===== config.mk =====
export PLATFORM = sky130hd
export DESIGN_NAME = sequenciador_instrucoes
export DESIGN_NICKNAME = d
export VERILOG_FILES = /design/src/rtl/seq_pkg.sv /design/src/rtl/seq_decoder.sv /design/src/rtl/sequenciador_instrucoes.sv
export SDC_FILE = /design/constraint.sdc
export NUM_CORES = 1
export LEC_CHECK = 0
export CAP_MARGIN = 25
export CELL_PAD_IN_SITES_DETAIL_PLACEMENT = 0
export CELL_PAD_IN_SITES_GLOBAL_PLACEMENT = 1
export CORE_MARGIN = 3
export CORE_UTILIZATION = 34
export DETAILED_ROUTE_END_ITERATION = 8
export PLACE_DENSITY = 0.77
export SETUP_SLACK_MARGIN = 0.05
export SLEW_MARGIN = 30
export SYNTH_ARGS = -nofsm -noshare
export SYNTH_HDL_FRONTEND = slang
export SYNTH_SLANG_ARGS = --single-unit
export TNS_END_PERCENT = 20

===== constraint.sdc =====
create_clock -name clock -period 2.3 [get_ports clock]
set_input_delay 0.46 -clock clock [delete_from_list [all_inputs] [get_ports clock]]
set_output_delay 0.46 -clock clock [all_outputs]
set_load 0.02 [all_outputs]

===== src/rtl/seq_pkg.sv =====
// Shared opcode constants, state encoding and opcode helpers for the instruction sequencer.
// SEQ_SINGLE_STEP_EN adds the PAUSE state used by single-step execution.
package seq_pkg;

    localparam logic [3:0] OP_NOP     = 4'b0000;
    localparam logic [3:0] OP_ALU_MIN = 4'b0001;
    localparam logic [3:0] OP_ALU_MAX = 4'b1011;
    localparam logic [3:0] OP_STORE   = 4'b1100;
    localparam logic [3:0] OP_LOAD    = 4'b1101;
    localparam logic [3:0] OP_JUMP    = 4'b1110;
    localparam logic [3:0] OP_HALT    = 4'b1111;

    typedef enum logic [2:0] {
        ST_IDLE   = 3'd0,
        ST_FETCH  = 3'd1,
        ST_DECODE = 3'd2,
        ST_EXEC   = 3'd3,
        ST_LOADWB = 3'd4,
`ifdef SEQ_SINGLE_STEP_EN
        ST_HALT   = 3'd5,
        ST_PAUSE  = 3'd6
`else
        ST_HALT   = 3'd5
`endif
    } seq_state_e;

    // Where execution resumes at an instruction boundary while run is held high.
`ifdef SEQ_SINGLE_STEP_EN
    localparam seq_state_e ST_RESUME = ST_PAUSE;
`else
    localparam seq_state_e ST_RESUME = ST_FETCH;
`endif

    function automatic logic is_alu_op(input logic [3:0] op);
        return (op >= OP_ALU_MIN) && (op <= OP_ALU_MAX);
    endfunction

endpackage


===== src/rtl/seq_decoder.sv =====
// Combinational opcode classifier: maps ir[7:4] onto one-hot instruction class flags.
module seq_decoder
    import seq_pkg::*;
(
    input  logic [3:0] opcode,
    output logic       is_nop,
    output logic       is_alu,
    output logic       is_store,
    output logic       is_load,
    output logic       is_jump,
    output logic       is_halt
);

    // Classify the opcode; exactly one flag is high for any 4-bit value
    always_comb begin
        is_nop   = (opcode == OP_NOP);
        is_alu   = is_alu_op(opcode);
        is_store = (opcode == OP_STORE);
        is_load  = (opcode == OP_LOAD);
        is_jump  = (opcode == OP_JUMP);
        is_halt  = (opcode == OP_HALT);
    end

endmodule


===== src/rtl/sequenciador_instrucoes.sv =====
// Fetch/decode/execute sequencer driving program ROM, ULA strobes and data RAM.
// Optional single-step mode is enabled by defining SEQ_SINGLE_STEP_EN.
module sequenciador_instrucoes
    import seq_pkg::*;
#(
    parameter int PC_WIDTH   = 8,
    parameter int DATA_WIDTH = 8
)
(
    input  logic                  clock,
    input  logic                  reset,
    input  logic                  run,
`ifdef SEQ_SINGLE_STEP_EN
    input  logic                  step,
`endif
    output logic [PC_WIDTH-1:0]   progAddr,
    output logic                  progRd,
    input  logic [7:0]            progData,
    output logic [3:0]            ulaOp,
    output logic                  ulaEn,
    input  logic [DATA_WIDTH-1:0] regSaidaULA,
    output logic                  rd,
    output logic                  we,
    output logic [3:0]            memAddr,
    output logic [DATA_WIDTH-1:0] dataInMem,
    input  logic [DATA_WIDTH-1:0] dataOutMem,
    output logic [DATA_WIDTH-1:0] regA,
    output logic [DATA_WIDTH-1:0] ledSaidaMem,
    output logic                  busy,
    output logic                  halted
);

    localparam logic [PC_WIDTH-1:0] PC_ONE = {{(PC_WIDTH-1){1'b0}}, 1'b1};

    seq_state_e            state_r;
    seq_state_e            state_s;
    logic [PC_WIDTH-1:0]   pc_r;
    logic [7:0]            ir_r;
    logic [3:0]            ula_op_r;
    logic [3:0]            mem_addr_r;
    logic [DATA_WIDTH-1:0] data_in_mem_r;
    logic [DATA_WIDTH-1:0] reg_a_r;
    logic [DATA_WIDTH-1:0] led_r;
    logic [PC_WIDTH-1:0]   jump_offset_s;
    logic                  exec_s;
    logic                  is_nop_s;
    logic                  is_alu_s;
    logic                  is_store_s;
    logic                  is_load_s;
    logic                  is_jump_s;
    logic                  is_halt_s;

    seq_decoder u_decoder (
        .opcode   (ir_r[7:4]),
        .is_nop   (is_nop_s),
        .is_alu   (is_alu_s),
        .is_store (is_store_s),
        .is_load  (is_load_s),
        .is_jump  (is_jump_s),
        .is_halt  (is_halt_s)
    );

    assign jump_offset_s = {{(PC_WIDTH-4){ir_r[3]}}, ir_r[3:0]};
    assign exec_s        = (state_r == ST_EXEC);

    // Next-state selection; run is only consulted at instruction boundaries
    always_comb begin
        state_s = state_r;
        case (state_r)
            ST_IDLE: begin
                if (run) begin
                    state_s = ST_RESUME;
                end else begin
                    state_s = ST_IDLE;
                end
            end
            ST_FETCH:  state_s = ST_DECODE;
            ST_DECODE: state_s = ST_EXEC;
            ST_EXEC: begin
                if (is_halt_s) begin
                    state_s = ST_HALT;
                end else if (is_load_s) begin
                    state_s = ST_LOADWB;
                end else if (run) begin
                    state_s = ST_RESUME;
                end else begin
                    state_s = ST_IDLE;
                end
            end
            ST_LOADWB: begin
                if (run) begin
                    state_s = ST_RESUME;
                end else begin
                    state_s = ST_IDLE;
                end
            end
            ST_HALT:   state_s = ST_HALT;
`ifdef SEQ_SINGLE_STEP_EN
            ST_PAUSE: begin
                if (!run) begin
                    state_s = ST_IDLE;
                end else if (step) begin
                    state_s = ST_FETCH;
                end else begin
                    state_s = ST_PAUSE;
                end
            end
`endif
            default:   state_s = ST_IDLE;
        endcase
    end

    // State register and datapath updates
    always_ff @(posedge clock) begin
        if (reset) begin
            state_r       <= ST_IDLE;
            pc_r          <= {PC_WIDTH{1'b0}};
            ir_r          <= 8'h00;
            ula_op_r      <= 4'b0000;
            mem_addr_r    <= 4'b0000;
            data_in_mem_r <= {DATA_WIDTH{1'b0}};
            reg_a_r       <= {DATA_WIDTH{1'b0}};
            led_r         <= {DATA_WIDTH{1'b0}};
        end else begin
            state_r <= state_s;
            case (state_r)
                ST_DECODE: begin
                    ir_r     <= progData;
                    ula_op_r <= is_alu_op(progData[7:4]) ? progData[7:4] : 4'b0000;
                    // Operand and store data are latched a cycle early so EXEC outputs stay registered;
                    // an ALU result from the previous instruction is already in regSaidaULA here.
                    if ((progData[7:4] == OP_STORE) || (progData[7:4] == OP_LOAD)) begin
                        mem_addr_r <= progData[3:0];
                    end else begin
                        mem_addr_r <= mem_addr_r;
                    end
                    if (progData[7:4] == OP_STORE) begin
                        data_in_mem_r <= regSaidaULA;
                    end else begin
                        data_in_mem_r <= data_in_mem_r;
                    end
                end
                ST_EXEC: begin
                    if (is_jump_s) begin
                        pc_r <= pc_r + jump_offset_s;
                    end else if (is_nop_s || is_alu_s || is_store_s) begin
                        pc_r <= pc_r + PC_ONE;
                    end else begin
                        pc_r <= pc_r;
                    end
                end
                ST_LOADWB: begin
                    reg_a_r <= dataOutMem;
                    led_r   <= dataOutMem;
                    pc_r    <= pc_r + PC_ONE;
                end
                default: begin
                    pc_r <= pc_r;
                end
            endcase
        end
    end

    assign progAddr    = pc_r;
    assign progRd      = (state_r == ST_FETCH);
    assign ulaOp       = ula_op_r;
    assign ulaEn       = exec_s && is_alu_s;
    assign we          = exec_s && is_store_s;
    assign rd          = exec_s && is_load_s;
    assign memAddr     = mem_addr_r;
    assign dataInMem   = data_in_mem_r;
    assign regA        = reg_a_r;
    assign ledSaidaMem = led_r;
    assign halted      = (state_r == ST_HALT);
`ifdef SEQ_SINGLE_STEP_EN
    assign busy        = (state_r != ST_IDLE) && (state_r != ST_HALT) && (state_r != ST_PAUSE);
`else
    assign busy        = (state_r != ST_IDLE) && (state_r != ST_HALT);
`endif

endmodule


==> run summary, run 1 <==
The nature of the critical path endpoint is an output pin. Summed over all failing endpoints, the final setup total negative slack is 0 ps. In this run the deepest clock path goes through 2 buffers.

The worst setup path is launched from a flip-flop. The synthesized netlist net count came out at 304. The largest vdd supply drop came out at ~320 uV. Row generation in the floorplan step produced 29 rows. The synthesized netlist cell count came out at around 270.

The floorplan step set the die width to between 80 and 90 um. The top-level I/O count is 73. The flow ran to the end, and the final reports show no timing, DRC or antenna violations. The number of antenna-violating nets in the routed design is 0. The overall routed net length is roughly 5700 um.

The register area share after synthesis is 0.375. In the layout the commonest cells are 67 x sky130_fd_sc_hd__clkdlybuf4s50_1, 43 x sky130_fd_sc_hd__nand2_1, 41 x sky130_fd_sc_hd__dfxtp_1. In the final design database the tool counted approximately 370 nets.

The global placer's final weighted congestion is about 0.81. Setup repair after global routing left no endpoint under its margin. The relative max-transition margin came out at 0.583. The min-delay analysis places its worst path in the category reg -> reg.

The proportion of synthesized flip-flops having asynchronous set or reset is 0. The number of pins exceeding their max-slew limit in the final report was 0. The number of clock sinks came out at 43. The biggest area contributor in the post-synthesis netlist is sky130_fd_sc_hd__dfxtp_1. The critical path is of the reg -> out type. TritonCTS built the clock tree. The share of synthesized area in the top cell type comes to 0.375. The CTS root buffer is sky130_fd_sc_hd__clkbuf_8. The endpoint required time on the critical path is 1840 ps.

The tool flagged a number of max-cap violations equal to 0. The initial core utilization is 0.355. The overall fraction of global-route tracks in use came out at 0.150.

Of the cells placed in the final design, the portion with a size suffix greater than 1 is 0.0920. The mean instance size in the synthesized netlist came out at about 8.6 sq um. The cell area after technology mapping is about 2300 sq um.

The time the final worst path needs with I/O delays and setup came out at roughly 2100 ps. The detailed-placement wirelength estimate came out at 4200 um. The clock input transition at the sequential cells of the worst setup and hold paths is around 80 ps. The largest fanout of any net on the critical path is 6. The flip-flop and latch count after synthesis is 43. The setup skew after layout came out at 12.4 ps. The number of global-route vias before repair came out at between 2,000 and 2,500. The number of buffers inserted during clock tree synthesis came out at 5. The number of endpoints with negative hold slack in the final report is 0. The first-pass detailed-route iteration total came out at 4. The die boundary height came out at between 80 and 90 um. The via-per-instance ratio came out at 5.07. At the pin with the least slew margin, the transition time is 626 ps. The first-pass GRT wire length is slightly above 9000 um. The area growth from synthesis to layout came out at 38.0%.

The post-CTS setup repair buffer count is 0. The number of input and output port buffers inserted is 72. The number of flops mapped to enable cells by yosys is 0.

The arrival time at the worst endpoint is approximately 1700 ps. In the post-synthesis netlist, the biggest area contributors are sky130_fd_sc_hd__dfxtp_1 38%, sky130_fd_sc_hd__nand2_1 7.0%, sky130_fd_sc_hd__a21oi_1 6.8%, sky130_fd_sc_hd__mux2i_1 5.2%, sky130_fd_sc_hd__ha_1 4.4%. In this run, the number of DRC markers left after iteration 0 of detailed routing was 56. The final period utilization came out at 0.929. The number of antenna violations at the first check in global routing came out at 0. In the routed design, unresolved DRC markers number 0. Setup violations remaining at the end of the flow were counted as 0. The die outline area is between 7000 and 8000 sq um. The commonest non-fill, non-tap cell in the layout is sky130_fd_sc_hd__clkdlybuf4s50_1. The most used flip-flop cell after synthesis is sky130_fd_sc_hd__dfxtp_1. The layout has between 600 and 700 filler cells. The total via count in the routed design is around 2,100. The count of different cell masters after synthesis came out at 53.

The repair_antennas step left the layout with diodes totalling 0. The core region is between 6000 and 7000 sq um. In the final routed layout, each cell accounts on average for between 10 and 15 um.

The total congestion overflow came out at 0. The reported leakage power came out at ~0.0012 uW. The source-to-sink clock delay at the later pin of the worst-skew pair is about 300 ps. The count of hold buffers inserted by post-cts repair came out at 0. The total power of the final layout came out at between 1500 and 2000 uW. Power spread over the standard cell area amounts to 508 nW/um^2. The maximum level of the CTS H-tree came out at 2.

The count of synthesis-stage warnings from yosys is 0. The maximum clock frequency is 468 MHz. The maximum number of pins on one net before global-route repair came out at 29.
==> metal layers <==
metal  vias to the layer above  GRT usage  routed length [um]
met2                        56      0.238                2650
met3                         6     0.0452                 330
met5                         -          0                   0
met1                       963      0.198                2670
li1                       1073          -                   -
met4                         0     0.0412                  53
==> cell type report <==
class | count | area, sq um | area share
clock buffer | 6 | 82.6 | 0.0261
inverter | 4 | 15.0 | 0.00474
multi-input combinational | 201 | 1290 | 0.407
clock inverter | 2 | 35.0 | 0.0111
tap | 77 | 96.3 | 0.0304
sequential | 43 | 863 | 0.273
timing repair buffer | 81 | 786 | 0.248
==> cell usage after synthesis (all sizes together), types with 2 or more instances <==
cell type and number:
nand2 45, nor4 3, nor3 7, xnor2 4
o21a 3, dfxtp 43, mux2i 12, and2 3
a21o 4, nand3 7, a21oi 31, nand2b 2
ha 8, o21ai 11, and4 3, o22ai 2
and3 3, nor2b 3, a31oi 2, nor2 21
buf 14, a211o 2, xor2 2, clkbuf 6
nand3b 3, a211oi 3, inv 4, a2111oi 2
==> worst max-delay path, stage by stage, from the launching register on <==
cell and delay [ps]:
sky130_fd_sc_hd__dfxtp_1 350, sky130_fd_sc_hd__or4_1 510, sky130_fd_sc_hd__and3_1 190, sky130_fd_sc_hd__dlygate4sd2_1 330
==> kinds of logic after synthesis <==
| kind of cell | Yosys count | synth area share |
|---|---|---|
| AND/OR/NAND/NOR | 109 | 0.256 |
| AO/OA/AOI/OAI | 64 | 0.173 |
| flip-flops | 43 | 0.375 |
| buffers and inverters | 24 | 0.0632 |
| multiplexers | 13 | 0.0573 |
| adder cells (fa/ha/maj) | 9 | 0.0523 |
| XOR/XNOR | 6 | 0.0229 |
==> timing repair <==
item | in CTS | in global routing
hold endpoints to repair | 0 | 0
resized for setup | 6 | 1
setup endpoints to repair | 5 | 1
==> through the flow <==
step                      hold WS (ps)  std cells  utilization  setup WS [ps]  cell area [sq um]
after floorplan                    440        268            -            282               2290
after global placement             444        406        0.472            253               3050
final                              463        414        0.490            163               3170
after CTS                          465        414        0.490            101               3160
after detailed placement           446        406        0.472            239               3050
after global routing               481        414        0.490           79.5               3170
==> state kept, by name, summed over array words and instances, names as in the netlist <==
register	count
memAddr	4
ulaOp	4
state_r	3
ir_r	8
progAddr	8
ledSaidaMem	8
dataInMem	8
==> where the power goes <==
group | total, uW | leakage, uW | internal [uW] | switching [uW]
clock network | 633 | 0.0000612 | 352 | 281
logic | 194 | 0.000787 | 98.4 | 95.9
registers | 781 | 0.000348 | 761 | 19.7
total | 1610 | 0.00120 | 1210 | 396
==> path summary, 6_finish.rpt <==
| path | slack [ps] | endpoint | from | cells after the start |
|---|---|---|---|---|
| worst max-delay path | 160 | ulaEn | ir_r[4] | 3 |
| worst max register to register | 330 | progAddr[7] | ir_r[1] | 6 |
| worst min-delay path | 460 | ulaOp[1] | ulaOp[1] | 2 |
| worst min register to register | 460 | ulaOp[1] | ulaOp[1] | 2 |
Note: power is estimated with default switching activity, not from simulation.
==> run 2: changes to the inputs <==
--- a/config.mk
+++ b/config.mk
@@ -5,6 +5,7 @@
 export SDC_FILE = /design/constraint.sdc
 export NUM_CORES = 1
 export LEC_CHECK = 0
+export ABC_CLOCK_PERIOD_IN_PS = 2300
 export CAP_MARGIN = 25
 export CELL_PAD_IN_SITES_DETAIL_PLACEMENT = 0
 export CELL_PAD_IN_SITES_GLOBAL_PLACEMENT = 1
@@ -12,8 +13,7 @@
 export CORE_UTILIZATION = 34
 export DETAILED_ROUTE_END_ITERATION = 8
 export PLACE_DENSITY = 0.77
-export SETUP_SLACK_MARGIN = 0.05
-export SLEW_MARGIN = 30
+export SETUP_SLACK_MARGIN = 0.4
 export SYNTH_ARGS = -nofsm -noshare
 export SYNTH_HDL_FRONTEND = slang
 export SYNTH_SLANG_ARGS = --single-unit
==> run 2 against run 1 <==
Power fell by 9.9%. First-iteration DRC count grew 25%. Setup slack gained 190 ps. Register-to-register slack better by 130 ps. Cell count is the same. Via count is 0.38% lower. Combinational power rose by 4%. Critical endpoint unchanged. Largest power group unchanged.
==> run summary, run 2 (same netlist as run 1, synthesis figures left out) <==
Outcome: finished, final reports clean (unchanged). The die boundary width came out at 88.2 um (unchanged). The overall fraction of global-route tracks in use is 0.146 (was 0.150). The violation count after the first detailed-routing iteration came out at 70 (was 56).

The number of endpoints with negative hold slack in the final report came out at 0 (unchanged). The number of buffers inserted during clock tree synthesis came out at 5 (unchanged). The count of hold buffers inserted by post-cts repair came out at 0 (unchanged). The reported leakage power is 0.00118 uW (was 0.00120 uW). The number of antenna-violating nets in the routed design came out at 0 (unchanged). The type of the tightest min-delay check is reg -> reg (unchanged). The number of input and output port buffers inserted is 72 (unchanged). The portion of total power attributed to the clock network came to 0.322 (was 0.394). The number of antenna violations at the first check in global routing is 0 (unchanged). The commonest non-fill, non-tap cell in the layout is sky130_fd_sc_hd__clkdlybuf4s50_1 (unchanged). The time the final worst path needs with I/O delays and setup came out at 1950 ps (was 2140 ps).

The number of placed cells counting well taps is 403 (was 406). The non-filler instance count after layout came out at 414 (unchanged). The slew of the pin with the lowest slew margin came out at 603 ps (was 626 ps). The number of pins exceeding their max-slew limit in the final report is 0 (unchanged). The first-pass detailed-route iteration total is 4 (unchanged). The die boundary height came to 88.2 um (unchanged).

The detailed-placement wirelength estimate was 4040 um (was 4200 um). The total setup violations reported at the end of the flow is 0 (unchanged). The total via count in the routed design was 2,090 (was 2,098). The internal power of the cells is 1070 uW (was 1210 uW). Cell Chain, Critical Path: or4_1 -> and3_1 -> buf_2 (was or4_1 -> and3_1 -> dlygate4sd2_1).

The detailed-route DRC error count is 0 (unchanged). The utilization after layout came out at 0.499 (was 0.490). The net switching fraction of the power was 0.262 (was 0.247). The aggregate negative setup slack is 0 ps (unchanged). The ratio of cells with drive above 1 in the final layout came out at 0.154 (was 0.0920). The endpoint required time on the critical path came to 1840 ps (about the same). Commonest non-fill, non-tap cells in the layout: 66 x sky130_fd_sc_hd__clkdlybuf4s50_1, 43 x sky130_fd_sc_hd__nand2_1, 35 x sky130_fd_sc_hd__dfxtp_1 (was 67 x sky130_fd_sc_hd__clkdlybuf4s50_1, 43 x sky130_fd_sc_hd__nand2_1, 41 x sky130_fd_sc_hd__dfxtp_1). The routed length per instance came to 13.8 um (about the same). The relative max-transition margin is 0.598 (was 0.583).

The CTS root buffer is sky130_fd_sc_hd__clkbuf_8 (unchanged). The number of rows created at floorplan came out at 29 (unchanged). The nature of the critical path endpoint is an output pin (unchanged). The kind of start point of the critical path is a flip-flop (unchanged).

The sequential cell area in the final layout came to 881 sq um (was 863 sq um). The setup skew after layout came out at 3.12 ps (was 12.4 ps). The area of the multi-input gates was 1350 sq um (was 1290 sq um). The final net count is 373 (was 372). The maximum number of pins on one net before global-route repair is 44 (was 29). The overall routed net length came out at 5700 um (about the same).

The switching power summed over all nets came out at 379 uW (was 396 uW). The core region area came to 6460 sq um (unchanged). The maximum clock frequency was 514 MHz (was 468 MHz). The top-level I/O count came to 73 (unchanged).

The first-pass GRT wire length is 9070 um (was 9260 um). The power density over the cells was 449 nW/um^2 (was 508 nW/um^2). The maximum buffer depth of the clock tree is 2 (unchanged). The initial core utilization is 0.355 (unchanged). The clock input transition at the sequential cells of the worst setup and hold paths came to 80 ps (about the same). The number of max-cap violations came to 0 (unchanged). The final period utilization is 0.846 (was 0.929). The source-to-sink clock delay at the later pin of the worst-skew pair is 290 ps (was 300 ps). The total congestion overflow is 0 (unchanged). The clock tree from TritonCTS is yes (unchanged). The global placer's final weighted congestion is 0.790 (was 0.808). The area growth from synthesis to layout is 40.6% (was 38.0%). The worst stage delay on the critical path is 510 ps (about the same).

The sequential power share came out at 0.538 (was 0.486). The maximum level of the CTS H-tree came out at 2 (unchanged). The number of global-route vias before repair came out at 1,924 (was 2,023). The cell type of the slowest stage on the worst timing path is sky130_fd_sc_hd__or4_1 (unchanged). The final-layout fill cell count came out at 647 (was 656). The largest fanout of any net on the critical path is 6 (unchanged). The via-per-instance ratio is 5.05 (was 5.07).

The final design area excluding fillers came to 3230 sq um (was 3170 sq um). The startpoint-to-endpoint class of the critical path is reg -> out (unchanged). The total power of the final layout was 1450 uW (was 1610 uW). The largest vdd supply drop came out at 246 uV (was 319 uV). The number of clock sinks is 43 (unchanged). The part of the total power dissipated in combinational logic came out at 0.139 (was 0.121). The placed instance area came out at 3040 sq um (was 3050 sq um). The die outline area came out at 7770 sq um (unchanged). Unrepaired setup endpoints after global routing: true (was false). The arrival time at the worst endpoint came out at 1490 ps (was 1680 ps). The antenna diode instance count is 0 (unchanged).
==> run 2: changes by cell type in the layout (fill, tap and decap cells not counted), moves of 2 or more <==
cell                            change
sky130_fd_sc_hd__dfxtp_1            -6
sky130_fd_sc_hd__dfxtp_4            +4
sky130_fd_sc_hd__buf_4              -2
sky130_fd_sc_hd__buf_6              +2
sky130_fd_sc_hd__clkbuf_2           +2
sky130_fd_sc_hd__dfxtp_2            +2
sky130_fd_sc_hd__dlygate4sd2_1      -2
sky130_fd_sc_hd__ha_1               -2
sky130_fd_sc_hd__ha_4               +2
==> run 2: final cells by class <==
class,count,share of cell area
Clock buffer,5,0.0213
Clock inverter,2,0.00427
Inverter,4,0.00465
Multi-Input combinational cell,201,0.419
Sequential cell,43,0.273
Tap cell,77,0.0299
Timing Repair Buffer,82,0.248
==> run 2: path summary, 6_finish.rpt <==
| path | start | endpoint | slack [ps] | cells past startpoint |
|---|---|---|---|---|
| worst max-delay path | ir_r[4] | ulaEn | 350 | 3 |
| worst min-delay path | ulaOp[2] | ulaOp[2] | 470 | 2 |
| worst max register to register | progAddr[2] | progAddr[6] | 460 | 6 |
| worst min register to register | ulaOp[2] | ulaOp[2] | 470 | 2 |
==> run 2: metal layers <==
metal  routed length [um]  vias to the layer above  GRT usage  share of wire
li1                     -                     1078          -              -
met4                   63                        0     0.0412          0.011
met3                  290                        8     0.0405          0.051
met2                 2690                       49      0.234           0.47
met1                 2660                      955      0.195           0.47
met5                    0                        -          0              0
==> run 2: power groups by stage <==
stage / Clock [uW] / Combinational [uW] / Sequential [uW]
2_1_floorplan: 0 / 105 / 798
3_3_place_gp: 0 / 193 / 799
3_5_place_dp: 0 / 194 / 800
4_1_cts: 490 / 192 / 783
5_1_grt: 511 / 221 / 784
6_report: 467 / 202 / 781
==> run 2: stage by stage <==
stage	hold slack (ps)	setup WS, ps
after floorplan	440	327
after global placement	445	180
after detailed placement	448	235
after CTS	463	263
after global routing	479	297
final	466	354
==> run 2: critical path, delay by kind of cell, from the launching register on <==
family | cells | cell delay, ps
DFF | 1 | 350
buffers and inverters | 1 | 160
and+or+nand+nor | 2 | 690
==> run 2: repair_timing <==
| action | 4_1_cts | 5_1_grt |
|---|---|---|
| buffers inserted | 0 | 4 |
| pin swaps | 0 | 8 |
| setup endpoints to repair | 10 | 27 |
| gates resized for setup | 14 | 28 |
==> run 3: changes to the inputs <==
--- a/config.mk
+++ b/config.mk
@@ -5,7 +5,7 @@
 export SDC_FILE = /design/constraint.sdc
 export NUM_CORES = 1
 export LEC_CHECK = 0
-export ABC_CLOCK_PERIOD_IN_PS = 2300
+export ABC_CLOCK_PERIOD_IN_PS = 1800
 export CAP_MARGIN = 25
 export CELL_PAD_IN_SITES_DETAIL_PLACEMENT = 0
 export CELL_PAD_IN_SITES_GLOBAL_PLACEMENT = 1
==> constraint.sdc (replaced) <==
create_clock -name clock -period 1.8 [get_ports clock]
set_input_delay 0.36 -clock clock [delete_from_list [all_inputs] [get_ports clock]]
set_output_delay 0.36 -clock clock [all_outputs]
set_load 0.02 [all_outputs]
==> run 3 against run 2 <==
Cell count up 11%. Routed wire length increased by 16%. Sequential power grew 27%. Global-route usage up 2.0 points. Core utilization grew 11 points. Critical path depth unchanged. Critical path type unchanged. Largest power group unchanged.
==> run summary, run 3 (same netlist as run 1, synthesis figures left out) <==
The number of input and output port buffers inserted came out at 72 (unchanged). The total setup violations reported at the end of the flow came out at 0 (unchanged). The family of cells with the greatest summed delay on the critical path is simple AND/OR/NAND/NOR gates (unchanged). The first-pass GRT wire length is 10,300 um (was 9070 um). The worst-case setup margin in the final layout came out at 1.91 ps (was 354 ps).

The top-level I/O count is 73 (unchanged). The number of pins exceeding their max-slew limit in the final report is 0 (unchanged). The area growth from synthesis to layout came out at 71.8% (was 40.6%). The clock input transition at the sequential cells of the worst setup and hold paths came out at 90 ps (was 80 ps). The aggregate negative setup slack came to 0 ps (unchanged).

The overall fraction of global-route tracks in use came out at 0.166 (was 0.146). The final period utilization came out at 0.999. The number of antenna-violating nets in the routed design came out at 0 (unchanged).

The global placer's final weighted congestion is 0.817 (was 0.790). The type of the tightest min-delay check is reg -> reg (unchanged). The endpoint required time on the critical path came out at 1440 ps (was 1840 ps).

The detailed-placement wirelength estimate came out at 4450 um (was 4040 um). The nature of the critical path endpoint is an output pin (unchanged). The startpoint-to-endpoint class of the critical path is reg -> out (unchanged). The kind of start point of the critical path is a flip-flop (unchanged).

Unrepaired setup endpoints after global routing: true (unchanged). The maximum clock frequency came out at 556 MHz. The number of buffers inserted during clock tree synthesis is 5 (unchanged).

The largest fanout of any net on the critical path came out at 2 (was 6). The maximum level of the CTS H-tree came out at 2 (unchanged). The worst stage delay on the critical path is 520 ps (was 510 ps). The largest vdd supply drop is 446 uV (was 246 uV). The number of max-cap violations is 0 (unchanged). The reported leakage power was 0.00164 uW (was 0.00118 uW). The source-to-sink clock delay at the later pin of the worst-skew pair is 300 ps (was 290 ps). The number of rows created at floorplan is 29 (unchanged).

The antenna diode instance count is 0 (unchanged). The number of clock sinks is 43 (unchanged). The final net count is 417 (was 373). The maximum buffer depth of the clock tree was 2 (unchanged). The total via count in the routed design came out at 2,326 (was 2,090).

The number of placed cells counting well taps was 435 (was 403). The maximum number of pins on one net before global-route repair was 44 (unchanged). The sequential cell area in the final layout came out at 901 sq um (was 881 sq um). The clock tree from TritonCTS is yes (unchanged). The count of hold buffers inserted by post-cts repair came to 0 (unchanged). The area of the multi-input gates is 1590 sq um (was 1350 sq um). The power density over the cells is 548 nW/um^2 (was 449 nW/um^2). The initial core utilization is 0.355 (unchanged). The critical path buffer and inverter count is 1 (unchanged).

The CTS root buffer is sky130_fd_sc_hd__clkbuf_8 (unchanged). The time the final worst path needs with I/O delays and setup came out at between 1500 and 2000 ps. The detailed-route DRC error count is 0 (unchanged). The number of endpoints with negative hold slack in the final report was 0 (unchanged).

The slew of the pin with the lowest slew margin is 274 ps (was 603 ps). The violation count after the first detailed-routing iteration is 117 (was 70). The final-layout fill cell count came out at 561 (was 647). The commonest non-fill, non-tap cell in the layout was sky130_fd_sc_hd__buf_4 (was sky130_fd_sc_hd__clkdlybuf4s50_1). The setup skew after layout was 10.9 ps (was 3.12 ps).

The core region area was 6460 sq um (unchanged). The cell type of the slowest stage on the worst timing path was sky130_fd_sc_hd__or4_4 (was sky130_fd_sc_hd__or4_1). The ratio of cells with drive above 1 in the final layout was 0.382 (was 0.154). The die boundary width is 88.2 um (unchanged).

The relative max-transition margin came to 0.816 (was 0.598). The worst setup slack after placement is -82.1 ps (was 235 ps). Cell Chain, Critical Path: or4_4 -> and3_4 -> buf_6 (was or4_1 -> and3_1 -> buf_2). The routed length per instance came out at 14.4 um (was 13.8 um). The die outline area is 7770 sq um (unchanged). The total congestion overflow is 0 (unchanged). Commonest non-fill, non-tap cells in the layout: 32 x sky130_fd_sc_hd__buf_4, 31 x sky130_fd_sc_hd__nand2_1, 29 x sky130_fd_sc_hd__dlygate4sd2_1 (was 66 x sky130_fd_sc_hd__clkdlybuf4s50_1, 43 x sky130_fd_sc_hd__nand2_1, 35 x sky130_fd_sc_hd__dfxtp_1). The arrival time at the worst endpoint came to 1440 ps (was 1490 ps). The die boundary height is 88.2 um (unchanged). Outcome: finished, final reports clean (unchanged). The number of antenna violations at the first check in global routing came out at 0 (unchanged). The first-pass detailed-route iteration total came out at 4 (unchanged).

The number of global-route vias before repair is 2,178 (was 1,924). The via-per-instance ratio came to 5.07 (was 5.05). The overall routed net length came out at 6620 um (was 5700 um). The non-filler instance count after layout came out at 459 (was 414).
## run 3: cell count changes in the layout (fill, tap and decap cells not counted), moves of 5 or more
cell                              delta
sky130_fd_sc_hd__nand2_1            -12
sky130_fd_sc_hd__buf_4              +25
sky130_fd_sc_hd__clkdlybuf4s15_1     +5
sky130_fd_sc_hd__clkdlybuf4s50_1    -40
sky130_fd_sc_hd__nand2_2             +9
sky130_fd_sc_hd__buf_6              +21
sky130_fd_sc_hd__dfxtp_1             -8
sky130_fd_sc_hd__dlygate4sd2_1      +27
## run 3: worst paths after layout
path	start	endpoint	slack, ps	depth (start not counted)
worst min register to register	ledSaidaMem[0]	ledSaidaMem[0]	460	2
worst max register to register	progAddr[0]	progAddr[6]	30	8
worst min-delay path	ledSaidaMem[0]	ledSaidaMem[0]	460	2
worst max-delay path	ir_r[5]	ulaEn	2	3
## run 3: cell type report
cell class                 count  area share
sequential                    43       0.228
multi-input combinational    201       0.404
inverter                       4     0.00444
clock buffer                   6      0.0184
tap                           77      0.0244
timing repair buffer         126       0.311
clock inverter                 2     0.00920
## run 3: stage by stage
step | power, uW | cell area, sq um | hold slack (ps) | utilization
global placement | 1310 | 3360 | 442 | 0.520
floorplan | 1150 | 2360 | 470 | -
global route | 2240 | 3940 | 480 | 0.610
CTS | 2150 | 3710 | 463 | 0.574
finish | 2160 | 3940 | 461 | 0.610
detailed placement | 1310 | 3360 | 451 | 0.520
## run 3: tightest hold or removal path, delay by kind of cell, from the launching register on
family,cells,cell delay [ps]
AOI/OAI and AO/OA,1,50
and+or+nand+nor,1,50
DFF,1,320
## run 3: power by group
group / switching, uW / internal, uW
Sequential: 26.0 / 968
Combinational: 178 / 215
Clock: 358 / 416
## run 3: routing by layer
metal  GRT usage  wire, um  vias to the layer above
li1            -         -                     1163
met1       0.223      3050                     1097
met4      0.0426        69                        0
met2       0.271      3210                       58
met3      0.0376       296                        8
met5           0         0                        -
## run 3: repair_timing
action	CTS	global route
pin swaps	35	42
buffers inserted	5	10
hold endpoints to repair	0	0
cloned	0	1
gates resized for setup	151	50
setup endpoints to repair	86	51
